===== config.mk =====
export PLATFORM = sky130hd
export DESIGN_NAME = fetch_unit
export DESIGN_NICKNAME = d
export VERILOG_FILES = /design/src/rtl/fetch_unit.sv
export SDC_FILE = /design/constraint.sdc
export NUM_CORES = 1
export LEC_CHECK = 0
export ABC_AREA = 1
export CAP_MARGIN = 25
export CELL_PAD_IN_SITES_DETAIL_PLACEMENT = 0
export CELL_PAD_IN_SITES_GLOBAL_PLACEMENT = 2
export CORE_MARGIN = 5
export CORE_UTILIZATION = 30
export CTS_CLUSTER_SIZE = 40
export DETAILED_ROUTE_END_ITERATION = 8
export GPL_ROUTABILITY_DRIVEN = 0
export PLACE_DENSITY = 0.87
export SETUP_SLACK_MARGIN = 0.5
export SYNTH_ARGS = -nofsm -noshare
export SYNTH_HDL_FRONTEND = slang
export SYNTH_SLANG_ARGS = --single-unit

===== constraint.sdc =====
create_clock -name clk -period 9.65 [get_ports clk]
set_clock_uncertainty 0.05 [all_clocks]
set_input_delay 1.4475 -clock clk [delete_from_list [all_inputs] [get_ports clk]]
set_output_delay 1.4475 -clock clk [all_outputs]
set_load 0.01 [all_outputs]

===== src/rtl/fetch_unit.sv =====
// fetch_unit: PC owner, in-order imem requester and 2-entry instruction buffer feeding decode.
// Stale responses after a redirect are counted in r_drop and discarded without using a FIFO slot.
module fetch_unit #(
  parameter logic [31:0] RESET_PC = 32'h0000_0000
) (
  input  logic        clk,
  input  logic        reset,
  output logic        imem_req_valid,
  input  logic        imem_req_ready,
  output logic [31:0] imem_req_addr,
  input  logic        imem_rsp_valid,
  input  logic [31:0] imem_rsp_data,
  input  logic        redirect_valid,
  input  logic [31:0] redirect_pc,
  output logic        id_valid,
  input  logic        id_ready,
  output logic [31:0] id_instr,
  output logic [31:0] id_pc,
  output logic [31:0] id_pc_plus4,
  output logic [6:0]  id_opcode,
  output logic [2:0]  id_funct3
);
  logic [31:0] r_pc;
  logic [31:0] r_instr [2];
  logic [31:0] r_fpc [2];
  logic [31:0] r_tag [2];
  logic        r_rd, r_wr, r_tag_rd, r_tag_wr;
  logic [1:0]  r_count, r_live;
  logic [2:0]  r_drop;
  logic        w_fire_id, w_fire_req, w_push, w_credit;
  logic [31:0] w_target;

  assign w_fire_id      = id_valid & id_ready;
  assign w_fire_req     = imem_req_valid & imem_req_ready;
  assign w_push         = imem_rsp_valid & (r_drop == 3'd0);
  // r_live counts only non-stale in-flight requests, so it alone shares the credit with r_count
  assign w_credit       = ({1'b0, r_count} + {1'b0, r_live}) < 3'd2;
  assign w_target       = redirect_pc & ~32'h3;
  assign imem_req_valid = !reset & !redirect_valid & (w_credit | w_fire_id);
  assign imem_req_addr  = r_pc;
  assign id_valid       = r_count != 2'd0;
  assign id_instr       = r_instr[r_rd];
  assign id_pc          = r_fpc[r_rd];
  assign id_pc_plus4    = id_pc + 32'd4;
  assign id_opcode      = id_instr[6:0];
  assign id_funct3      = id_instr[14:12];

  always_ff @(posedge clk or posedge reset) begin
    if (reset) begin
      r_pc       <= RESET_PC;
      r_instr[0] <= '0;
      r_instr[1] <= '0;
      r_fpc[0]   <= '0;
      r_fpc[1]   <= '0;
      r_tag[0]   <= '0;
      r_tag[1]   <= '0;
      r_rd       <= 1'b0;
      r_wr       <= 1'b0;
      r_tag_rd   <= 1'b0;
      r_tag_wr   <= 1'b0;
      r_count    <= '0;
      r_live     <= '0;
      r_drop     <= '0;
    end else if (redirect_valid) begin
      r_pc     <= w_target;
      r_rd     <= 1'b0;
      r_wr     <= 1'b0;
      r_tag_rd <= 1'b0;
      r_tag_wr <= 1'b0;
      r_count  <= '0;
      r_live   <= '0;
      r_drop   <= r_drop + 3'(r_live) - 3'(imem_rsp_valid);
    end else begin
      if (w_fire_req) begin
        r_pc            <= r_pc + 32'd4;
        r_tag[r_tag_wr] <= r_pc;
        r_tag_wr        <= ~r_tag_wr;
      end
      if (w_push) begin
        r_instr[r_wr] <= imem_rsp_data;
        r_fpc[r_wr]   <= r_tag[r_tag_rd];
        r_wr          <= ~r_wr;
        r_tag_rd      <= ~r_tag_rd;
      end
      if (w_fire_id) r_rd <= ~r_rd;
      if (imem_rsp_valid && r_drop != 3'd0) r_drop <= r_drop - 3'd1;
      r_count <= r_count + 2'(w_push) - 2'(w_fire_id);
      r_live  <= r_live + 2'(w_fire_req) - 2'(w_push);
    end
  end

  always_ff @(posedge clk) begin
    if (!reset && !redirect_valid) assert (!(w_push && r_count == 2'd2));
  end
endmodule


## Yosys cells after proc, flatten, opt, wreduce, memory -nomap -nowiden

Index checks and enable logic that the tools add are counted.

| cells by class | value |
|---|---|
| add/sub/neg operators | 10 |
| $lt $le $gt $ge | 7 |
| mux-type cells | 30 |
| bitwise logic cells | 15 |
| reductions and logical operators | 14 |

Operators by type and width:

| operator | count |
|---|---|
| $mux W32 | 13 |
| $bwmux W64 | 3 |
| $add A32 B3 Y32 const B | 2 |
| $demux W32 S1 | 2 |
| $reduce_bool A2 Y1 | 5 |
| $ge A2 B2 Y1 const B | 4 |
| $mux W1 | 8 |
| $not A1 Y2 | 4 |
| $mux W3 | 2 |
| $and A1 B1 Y1 | 5 |
| $not A1 Y1 | 5 |
| $add A2 B1 Y2 | 2 |
| $lt A2 B1 Y1 const B | 2 |
| $mux W2 | 2 |
| $reduce_and A2 Y1 | 2 |
| $sub A2 B1 Y2 | 2 |
| $add A2 B2 Y3 | 1 |
| $add A3 B2 Y3 | 1 |
| $logic_and A1 B1 Y1 | 3 |
| $logic_not A3 Y1 | 1 |
| $lt A3 B2 Y1 const B | 1 |
| $reduce_bool A3 Y1 | 1 |
| $sub A3 B1 Y3 | 1 |
| $sub A3 B1 Y3 const B | 1 |
| 2 further kinds | 3 |

| word-level totals | value |
|---|---|
| bits in registers | 235 |
| input port bits | 70 |
| output and inout bits | 140 |
| logic and storage cells | 90 |

## Logic depth before layout (Yosys ltp)

Gate-level depths: netlist of the first run.

| depth | value |
|---|---|
| depth after elaboration | 8 |
| depth in mapped cells | 12 |

## Worst setup path after synthesis of the first run

OpenSTA, ideal clock, no wires.

| timing path | value |
|---|---|
| kind | register to output |
| from | reg r_rd |
| to | out id_pc_plus4[14] |
| data arrival time | 1.880 ns |
| required time | 8.153 ns |
| path slack | 6.272 ns |
| cell stages (with the launch flop) | 11 |
| cell sequence | dfrtp_1 > buf_6 > nand2_1 > o21ai_2 > inv_1 > ha_1 > inv_1 > nor2_2 > inv_1 > nor2_4 > xor2_1 |

| on the way | value |
|---|---|
| cells in the longest elaborated chain, start to end | 5 |

Ends and longest elaborated chain:

| what | line | source |
|---|---|---|
| start: declaration | 27 | `logic r_rd, r_wr, r_tag_rd, r_tag_wr;` |
| start signal: assignment | 85 | `if (w_fire_id) r_rd <= ~r_rd;` |
| $not A1 Y2 (implied by the code) | 43 | `assign id_pc = r_fpc[r_rd];` |
| $mux W32 (implied by the code) (3 in series) | 43 |  |
| via id_pc[2] | 18 | `output logic [31:0] id_pc,` |
| $add A32 B3 Y32 | 44 | `assign id_pc_plus4 = id_pc + 32'd4;` |
| end: declaration | 19 | `output logic [31:0] id_pc_plus4,` |

The timed path passes the listed nets, and every way through them passes these cells. The select of a mux whose other input is x is not followed.

## Worst setup path in the final report of the first run

| timing path | value |
|---|---|
| from | reg r_rd |
| to | out id_pc_plus4[18] |

| on the way | value |
|---|---|
| cells in the longest elaborated chain, start to end | 5 |

Ends and longest elaborated chain:

| what | line |
|---|---|
| $not A1 Y2 (implied by the code) | 43 |
| $mux W32 (implied by the code) (3 in series) | 43 |
| $add A32 B3 Y32 | 44 |

No other way between the ends. The select of a mux whose other input is x is not followed.

==> results of run 1 <==
[through the flow]
step	cell area (um2)	hold slack, ns
6_report	14900	0.418
5_1_grt	14900	0.437
4_1_cts	14900	0.423
3_5_place_dp	14000	0.409
3_3_place_gp	14000	0.404
2_1_floorplan	11700	0.392
[critical path: stages, from the launching register on]
cell	delay, ns
dfrtp_2	0.39
buf_4	0.72
nand2_1	0.11
nand2_1	0.23
ha_1	0.33
inv_1	0.12
nor2_2	0.27
nand2_2	0.14
nor2_1	0.17
xor2_1	0.16
clkdlybuf4s50_1	0.55
[kinds of logic after synthesis]
logic type | count (synthesis) | synth area share (%)
AOI/OAI and AO/OA | 236 | 11.0
xor gates and xnor gates | 27 | 2.02
adders and majority gates | 13 | 1.52
buffers and inverters | 224 | 8.41
DFF | 225 | 48.1
other | 1 | 0.0320
and+or+nand+nor | 828 | 29.0
[layout make-up]
cell class                      instances  area (um2)  share of cell area, %
Sequential cell                       225        5630                   37.8
Multi-Input combinational cell       1110        5120                   34.3
Timing Repair Buffer                  212        2110                   14.1
Clock buffer                           33         728                   4.88
Tap cell                              518         648                   4.35
Inverter                              142         541                   3.63
Clock inverter                         15         134                  0.898
[Yosys cell counts]
library cell / number / share of area [%]
nand2_1: 596 / 19
dfrtp_1: 225 / 48
o21ai_0: 153 / 6.5
inv_1: 136 / 4.4
nor2_1: 109 / 3.5
nand3_1: 59 / 2.5
nand2_2: 33 / 1.8
clkbuf_1: 30 / 0.96
a31oi_1: 28 / 1.5
buf_2: 26 / 1.1
xor2_1: 21 / 1.6
a21oi_1: 19 / 0.81
buf_4: 17 / 1.1
a21o_1: 15 / 0.96
nor2_2: 13 / 0.69
ha_1: 11 / 1.2
o211ai_1: 11 / 0.70
o21ai_1: 9 / 0.38
nor2_4: 7 / 0.67
inv_2: 6 / 0.19
xnor2_1: 6 / 0.45
buf_6: 3 / 0.29
clkbuf_2: 3 / 0.13
nor3_1: 3 / 0.13
buf_8: 2 / 0.26
fa_1: 2 / 0.34
nand2_4: 2 / 0.19
nand4_1: 2 / 0.11
and2_1: 1 / 0.053
buf_1: 1 / 0.032
conb_1: 1 / 0.032
nand3_2: 1 / 0.085
nand3_4: 1 / 0.15
o21ai_2: 1 / 0.075
or2_2: 1 / 0.053
[cell usage in the layout (no fill, tap or decap), types with 2 or more instances in the layout]
cell	Yosys	routed
nor3_1	3	3
fa_1	2	2
nand3_1	59	59
nor2_1	109	109
nand2_2	33	33
nor2_4	7	7
nand2_4	2	2
clkinvlp_4	0	2
ha_1	11	11
clkinv_2	0	10
a31oi_1	28	28
bufinv_16	0	2
a21o_1	15	15
dfrtp_1	225	224
buf_4	17	10
o21ai_0	153	153
o211ai_1	11	11
a21oi_1	19	19
nor2_2	13	13
xor2_1	21	21
clkdlybuf4s50_1	0	201
inv_2	6	6
conb_1	1	6
o21ai_1	9	9
inv_1	136	135
nand2_1	596	596
xnor2_1	6	6
clkbuf_8	0	3
nand4_1	2	2
clkbuf_16	0	27
clkbuf_1	30	3
[flip-flops by register name (all words and copies together), names as in the netlist]
register and count:
r_wr 1, r_live 2, r_tag_rd 1, r_rd 1, r_count 2, r_tag 60
r_drop 3, r_tag_wr 1, r_fpc 60, r_instr 64, imem_req_addr 30
[worst max-delay path by stage]
stage / start / slack, ns / end / depth (start not counted)
global placement: r_rd / 4.88 / id_pc_plus4[18] / 10
detailed placement: r_rd / 4.87 / id_pc_plus4[18] / 10
global route: r_rd / 4.14 / id_pc_plus4[14] / 10
CTS: r_rd / 4.27 / id_pc_plus4[18] / 10
floorplan: reset / 1.99 / imem_req_addr[10] / 1
finish: r_rd / 4.40 / id_pc_plus4[18] / 10
[report_power, final]
part	total, W	internal, W	switching [W]
combinational	0.00202	0.000901	0.00112
clock	0.000986	0.000587	0.000399
sequential	0.00155	0.00133	0.000212
total	0.00456	0.00282	0.00173
[layer usage]
layer | GRT usage (%) | vias to the layer above | part of all wire, %
met5 | 0 | - | 0
met4 | 2.99 | 0 | 1.4
met3 | 2.36 | 30 | 5.0
met2 | 25.2 | 234 | 45
met1 | 22.3 | 4806 | 49
li1 | - | 5170 | -
==> qor.csv, run 1 <==
stage,metric,value,unit
clocking,TritonCTS Sinks,225,
setup_path,Required @ worst endpoint,8.15,ns
clocking,Clock Latency Late Sink,0.53,ns
placed_design,IO Port Bufs,201,
placed_design,Final HPWL DP,23.6,mm
clocking,Max clock buf depth,3,
detailed_routing,vias per cell,4.54,
sta,Final min period,5.25,ns
floorplan,# IOs,210,
synth,Synth Register Bits,225,
clocking,Root Buffer,clkbuf_16,
sta,RSZ-0062 raised after global routing,no,
synth,Syn Std Cell Area,11700,um2
sta,Final Hold Fails,0,
clocking,Hold Buf Count CTS,0,
sta,Slew HR,36.1,%
clocking,H-tree depth,1,
pwr,overall power,0.00456,W
global_routing,initial antenna violation count,0,
clocking,# resized after CTS,0,
synth,Yosys warning count,0,
setup_path,reg2reg end,r_instr[6],
setup_path,peak fanout along the critical path,80,
setup_path,R2R Path Start,r_drop[0],
floorplan,total die area,43100,um2
cells_and_area,Total Nets Final,1800,
min_path,Hold Crit Class,register to register,
run_status,status,"finished, final reports clean",
sta,Least-Margin Pin Slew,0.958,ns
placed_design,DP Worst Slack,4.87,ns
detailed_routing,DR WL/cell,15.2,um
detailed_routing,Remaining DRCs,0,
setup_path,Worst Setup Start Kind,register,
detailed_routing,Pre-Repair DR Iteration Count,5,
sta,final setup vio count,0,
cells_and_area,post-layout util,38.6,%
clocking,"Clk pin slew, worst setup/hold paths",0.06,ns
pwr,Max VDD drop,0.138,mV
setup_path,Worst EP arrival,3.75,ns
detailed_routing,final WL,34.2,mm
floorplan,starting density of the core,30.3,%
synth,"Distinct cells, synth",35,
global_routing,largest net degree at the start of global routing,110,
global_routing,global-route wire length before repair,55.4,mm
sta,PnR worst setup slack,4.40,ns
floorplan,core area,38600,um2
min_path,Hold Crit Start,r_instr[15],
setup_path,Worst R2R Path Depth,11,
min_path,Worst Hold End,r_instr[15],
clocking,cts bufs inserted,26,
cells_and_area,diode count,0,
synth,"Avg Cell Area, Syn",7.54,um2
sta,fin crit share,54.4,%
floorplan,die span in y,208,um
global_routing,Total GRT Usage,15.5,%
pwr,power density over the cells,306,nW/um2
cells_and_area,Area Overhead vs Synth,27.2,%
sta,Final Max Tran Viols,0,
synth,Mapped Cells,1554,
cells_and_area,Filler Cell Count,4082,
detailed_routing,initial DRC count,599,
cells_and_area,Non-Filler Instances,2255,
setup_path,Worst Setup End Kind,primary output,
clocking,Post-CTS Setup Inserts,0,
floorplan,Cell Rows,72,
min_path,Worst Hold Depth,2,
synth,"Seq/Total Area, Yosys",48.1,%
detailed_routing,via count,10240,
global_routing,grt total ovfl,0,
sta,Peak Freq,191,MHz
setup_path,kind of critical path,register to primary output,
flow_run,max-cap viol count,0,
clocking,CTS tree,yes,
placed_design,placed cell count,2206,
detailed_routing,Antenna Violating Nets Remaining,0,
sta,setup TNS,0,ns
floorplan,die width,208,um
cells_and_area,layout cells sized above 1,7.08,%
setup_path,flop-to-flop setup slack,6.72,ns
global_routing,vias in the first global route,10018,
pwr,Lkg Pwr,7.08,nW
Power figures use the tool's default switching activity.
==> run 2: changes to the inputs <==
clock period = 5.33 ns   (was 9.65 ns; I/O delays follow)
==> qor.csv, run 2 (synthesized netlist as in run 1, its figures left out) <==
stage,metric,value,unit
floorplan,starting density of the core,30.3,%
clocking,CTS tree,yes,
clocking,Max clock buf depth,3,
sta,Peak Freq,223,MHz
clocking,"Clk pin slew, worst setup/hold paths",0.05,ns
min_path,Worst Hold Depth,2,
global_routing,grt total ovfl,0,
clocking,Hold Buf Count CTS,0,
cells_and_area,"commonest non-fill, non-tap cell in the layout",nand2_1,
setup_path,flop-to-flop setup slack,2.08,ns
min_path,Hold Crit Class,register to register,
detailed_routing,Pre-Repair DR Iteration Count,5,
pwr,switching share of power,38.2,%
pwr,overall power,0.00823,W
min_path,Hold Crit Start,r_instr[14],
floorplan,core area,38600,um2
global_routing,global-route wire length before repair,56.2,mm
floorplan,die span in y,208,um
run_status,status,"finished, final reports clean",
global_routing,Total GRT Usage,15.8,%
setup_path,Worst R2R Path Depth,10,
detailed_routing,DR WL/cell,15.4,um
setup_path,R2R Path Start,r_count[1],
clocking,# resized after CTS,0,
floorplan,total die area,43100,um2
cells_and_area,most flop-heavy register,r_instr,
global_routing,vias in the first global route,9994,
cells_and_area,max reg flops,64,
sta,Slew HR,37.4,%
sta,Final Hold Fails,0,
setup_path,Required @ worst endpoint,4.48,ns
clocking,Post-CTS Setup Inserts,0,
pwr,share of power burned in registers,34.4,%
cells_and_area,Total Nets Final,1802,
global_routing,largest net degree at the start of global routing,164,
min_path,Worst Hold End,r_instr[14],
clocking,Clock Latency Late Sink,0.54,ns
detailed_routing,final WL,34.7,mm
detailed_routing,Remaining DRCs,0,
pwr,Gate power share,44.5,%
pwr,clock power share,21.1,%
sta,Final min period,4.48,ns
placed_design,Final HPWL DP,24.2,mm
floorplan,Cell Rows,72,
sta,fin crit share,84.0,%
setup_path,Worst EP arrival,3.63,ns
cells_and_area,"commonest cells after routing, fill and taps aside","nand2_1, dfrtp_1, clkdlybuf4s50_1",
pwr,Max VDD drop,0.247,mV
sta,Final Max Tran Viols,0,
flow_run,max-cap viol count,0,
setup_path,peak fanout along the critical path,38,
detailed_routing,via count,10187,
sta,final setup vio count,0,
detailed_routing,Antenna Violating Nets Remaining,0,
detailed_routing,initial DRC count,541,
floorplan,# IOs,210,
clocking,cts bufs inserted,27,
sta,Least-Margin Pin Slew,0.940,ns
clocking,TritonCTS Sinks,225,
pwr,Lkg Pwr,7.07,nW
pwr,cell-internal power,0.00509,W
pwr,power density over the cells,552,nW/um2
pwr,Switch Pwr,0.00314,W
sta,RSZ-0062 raised after global routing,no,
clocking,H-tree depth,1,
sta,setup TNS,0,ns
cells_and_area,Area Overhead vs Synth,27.2,%
setup_path,Worst Setup End Kind,primary output,
detailed_routing,vias per cell,4.52,
cells_and_area,Largest regs,"r_instr (64), r_fpc (60), r_tag (60)",
setup_path,reg2reg end,r_tag[13],
floorplan,die width,208,um
setup_path,kind of critical path,register to primary output,
cells_and_area,layout cells sized above 1,6.92,%
global_routing,initial antenna violation count,0,
placed_design,IO Port Bufs,201,
clocking,Root Buffer,clkbuf_16,
setup_path,Worst Setup Start Kind,register,
[run 2: cell types whose count changed in the layout (fill, tap and decap cells not counted), sizes merged]
cell	previous run	this run
buf	11	12
bufinv	2	1
clkbuf	33	36
clkinv	11	6
diode	0	1
[run 2: worst max-delay path: stages, from the launching register on]
cell and delay [ns]:
dfrtp_2 0.85, o21ai_2 0.30, inv_1 0.21, ha_1 0.30, inv_1 0.12, nor2_2 0.27, nand2_2 0.14, nor2_1 0.17
xor2_1 0.16, clkdlybuf4s50_1 0.56
[run 2: layer usage]
layer	vias to the layer above	GRT usage [%]	wire length, um
met5	-	0	0
met4	0	3.06	603
met3	43	2.45	1470
met2	207	25.1	15500
met1	4760	23.1	17200
li1	5177	-	-
[run 2: how the worst max path moves through the flow]
| stage | from | to | cells past startpoint |
|---|---|---|---|
| after global routing | r_rd | id_pc_plus4[31] | 11 |
| after detailed placement | r_rd | id_pc_plus4[18] | 10 |
| final | r_rd | id_pc_plus4[18] | 9 |
| after floorplan | reset | imem_req_addr[10] | 1 |
| after global placement | r_rd | id_pc_plus4[12] | 10 |
| after CTS | r_rd | id_pc_plus4[18] | 10 |
[run 2: layout make-up]
| type | instances | area [um2] |
|---|---|---|
| fill | 4034 | 23700 |
| tap | 518 | 648 |
| timing repair buffer | 213 | 2130 |
| antenna | 1 | 2.50 |
| clock inverter | 9 | 76.3 |
| multi-input combinational | 1110 | 5120 |
| inverter | 142 | 537 |
| clock buffer | 36 | 759 |
| sequential | 225 | 5630 |
[run 2: power groups by stage]
stage	Sequential [W]	Combinational [W]	Clock [W]
floorplan	0.00275	0.00210	0
global placement	0.00283	0.00366	0
detailed placement	0.00285	0.00372	0
CTS	0.00283	0.00374	0.00181
global route	0.00292	0.00410	0.00187
finish	0.00283	0.00366	0.00174
[run 2: stage by stage]
| step | hold slack (ns) | setup slack (ns) | instance area (um2) | util [%] | cells |
|---|---|---|---|---|---|
| 2_1_floorplan | 0.392 | 1.54 | 11700 | - | 1559 |
| 3_3_place_gp | 0.404 | 1.28 | 14000 | 36.3 | 2207 |
| 3_5_place_dp | 0.409 | 1.28 | 14100 | 36.4 | 2208 |
| 4_1_cts | 0.423 | 0.691 | 14900 | 38.6 | 2253 |
| 5_1_grt | 0.442 | 0.508 | 14900 | 38.6 | 2253 |
| 6_report | 0.418 | 0.852 | 14900 | 38.6 | 2254 |
==> run 3: changes to the inputs <==
CORE_UTILIZATION = 27   (was 30)
PLACE_DENSITY = 0.83   (was 0.87)
clock period = 3.75 ns   (was 5.33 ns; I/O delays follow)
==> qor.csv, run 3 (synthesized netlist as in run 1, its figures left out) <==
stage,metric,value,unit
run_status,status,"finished, final reports clean",
setup_path,Worst R2R Path Depth,11,
cells_and_area,diode count,0,
placed_design,Final HPWL DP,24.9,mm
clocking,Root Buffer,clkbuf_16,
clocking,CTS tree,yes,
global_routing,largest net degree at the start of global routing,139,
floorplan,starting density of the core,27.3,%
sta,Final Hold Fails,0,
detailed_routing,Remaining DRCs,0,
pwr,overall power,0.0128,W
pwr,switching share of power,37.8,%
pwr,power density over the cells,798,nW/um2
floorplan,die width,218,um
setup_path,Worst Setup Start Kind,register,
sta,Final Max Tran Viols,0,
global_routing,grt total ovfl,0,
pwr,clock power share,22.4,%
clocking,TritonCTS Sinks,225,
global_routing,M1 GR Usage,21.1,%
cells_and_area,"commonest cells after routing, fill and taps aside","nand2_1, dfrtp_1, clkdlybuf4s50_1",
clocking,"Clk pin slew, worst setup/hold paths",0.06,ns
sta,fin crit share,83.5,%
sta,final setup vio count,0,
setup_path,Required @ worst endpoint,3.14,ns
floorplan,Cell Rows,76,
sta,setup TNS,0,ns
global_routing,initial antenna violation count,0,
setup_path,Worst Setup SP,r_rd,
cells_and_area,"commonest non-fill, non-tap cell in the layout",nand2_1,
clocking,Max clock buf depth,3,
setup_path,peak fanout along the critical path,8,
detailed_routing,vias per cell,4.37,
cells_and_area,footprint of the multi-input gates,5430,um2
cells_and_area,most flop-heavy register,r_instr,
floorplan,die span in y,218,um
pwr,cell-internal power,0.00793,W
setup_path,crit path to,id_pc_plus4[27],
floorplan,# IOs,210,
floorplan,total die area,47700,um2
global_routing,vias in the first global route,10296,
clocking,cts bufs inserted,29,
cells_and_area,Total Nets Final,1862,
detailed_routing,Antenna Violating Nets Remaining,0,
pwr,share of power burned in registers,31.2,%
sta,Hold WS,0.331,ns
global_routing,Total GRT Usage,14.8,%
detailed_routing,via count,10431,
pwr,Max VDD drop,0.380,mV
setup_path,flop-to-flop setup slack,1.23,ns
cells_and_area,layout cells sized above 1,13.7,%
clocking,H-tree depth,1,
setup_path,kind of critical path,register to primary output,
cells_and_area,Largest regs,"r_instr (64), r_fpc (60), r_tag (60)",
placed_design,IO Port Bufs,201,
sta,Peak Freq,319,MHz
global_routing,met2 Use GR,24.1,%
clocking,Clock Latency Late Sink,0.55,ns
cells_and_area,Filler Cell Count,4534,
floorplan,core area,43000,um2
min_path,Hold Crit Class,input port to async pin,
global_routing,gr busiest metal,met2,
global_routing,GR Layer Usage met3,2.20,%
detailed_routing,Pre-Repair DR Iteration Count,7,
pwr,Lkg Pwr,7.56,nW
setup_path,Worst EP arrival,2.52,ns
sta,Least-Margin Pin Slew,0.751,ns
sta,Final min period,3.13,ns
pwr,Gate power share,46.3,%
cells_and_area,max reg flops,64,
setup_path,reg2reg end,r_tag[6],
flow_run,max-cap viol count,0,
cells_and_area,Storage cell area,5630,um2
sta,Slew HR,49.9,%
pwr,Switch Pwr,0.00483,W
sta,RSZ-0062 raised after global routing,yes,
detailed_routing,DR WL/cell,15.1,um
cells_and_area,Area Overhead vs Synth,36.5,%
detailed_routing,initial DRC count,757,
detailed_routing,final WL,36.0,mm
setup_path,R2R Path Start,r_count[1],
global_routing,global-route wire length before repair,56.8,mm
setup_path,Worst Setup End Kind,primary output,
run 3: changes by cell type in the layout (fill, tap and decap cells not counted), sizes merged:
cell,previous run,this run
bufinv,1,3
clkbuf,36,48
inv,142,143
clkinv,6,4
dlymetal6s2s,0,1
diode,1,0
bufbuf,0,1
buf,12,67
dlygate4sd2,0,18
clkdlybuf4s15,0,3
clkinvlp,2,3
clkdlybuf4s50,201,174
run 3: cell type report:
type / instances / share of cell area, %
Tap cell: 585 / 4.58
Clock inverter: 10 / 0.861
Inverter: 142 / 3.43
Sequential cell: 225 / 35.2
Timing Repair Buffer: 270 / 16.5
Multi-Input combinational cell: 1110 / 34.0
Clock buffer: 42 / 5.41
Timing Repair inverter: 1 / 0.0391
run 3: repair_timing:
| item | in CTS | in global routing |
|---|---|---|
| hold buffers | 0 | 0 |
| setup endpoints to repair | 28 | 23 |
| cloned | 3 | 1 |
| gates resized for setup | 79 | 65 |
| setup buffers | 13 | 30 |
| pin swaps | 5 | 37 |
run 3: per-layer routing:
| metal | vias up | part of all wire (%) | wire, um |
|---|---|---|---|
| li1 | 5307 | - | - |
| met1 | 4858 | 48 | 17500 |
| met2 | 227 | 45 | 16200 |
| met3 | 39 | 5.1 | 1840 |
| met4 | 0 | 1.5 | 529 |
| met5 | - | 0 | 0 |
run 3: worst min-delay path by stage:
stage	cells after the start	endpoint	from
after floorplan	2	r_instr[13]	r_instr[13]
after global placement	2	r_instr[13]	r_instr[13]
after detailed placement	2	r_instr[24]	r_instr[24]
after CTS	2	r_instr[37]	reset
after global routing	2	r_instr[37]	reset
final	2	r_instr[8]	reset
run 3: worst max-delay path: stages, from the launching register on:
cell           delay [ns]
dfrtp_4              0.48
buf_12               0.15
clkinv_8             0.08
clkbuf_16            0.15
nand2_1              0.06
nand2_2              0.10
nand2_1              0.10
nor2_2               0.15
nand2_1              0.10
nor2_2               0.13
nand2_1              0.05
nand2_1              0.05
nand2_1              0.06
dlygate4sd2_1        0.29
run 3: metrics by stage:
step	instances	worst slack, ns	utilization [%]	instance area [um2]
floorplan	1559	0.199	-	11700
global route	2385	0.442	37.2	16000
CTS	2353	0.310	36.2	15600
global placement	2285	0.555	33.1	14200
detailed placement	2285	0.566	33.1	14200
finish	2385	0.618	37.2	16000
run 3: power by group through the flow:
stage | clock, W | sequential [W] | combinational [W]
floorplan | 0 | 0.00391 | 0.00298
detailed placement | 0 | 0.00402 | 0.00536
finish | 0.00286 | 0.00399 | 0.00591
global placement | 0 | 0.00400 | 0.00530
global route | 0.00306 | 0.00411 | 0.00656
CTS | 0.00295 | 0.00399 | 0.00553
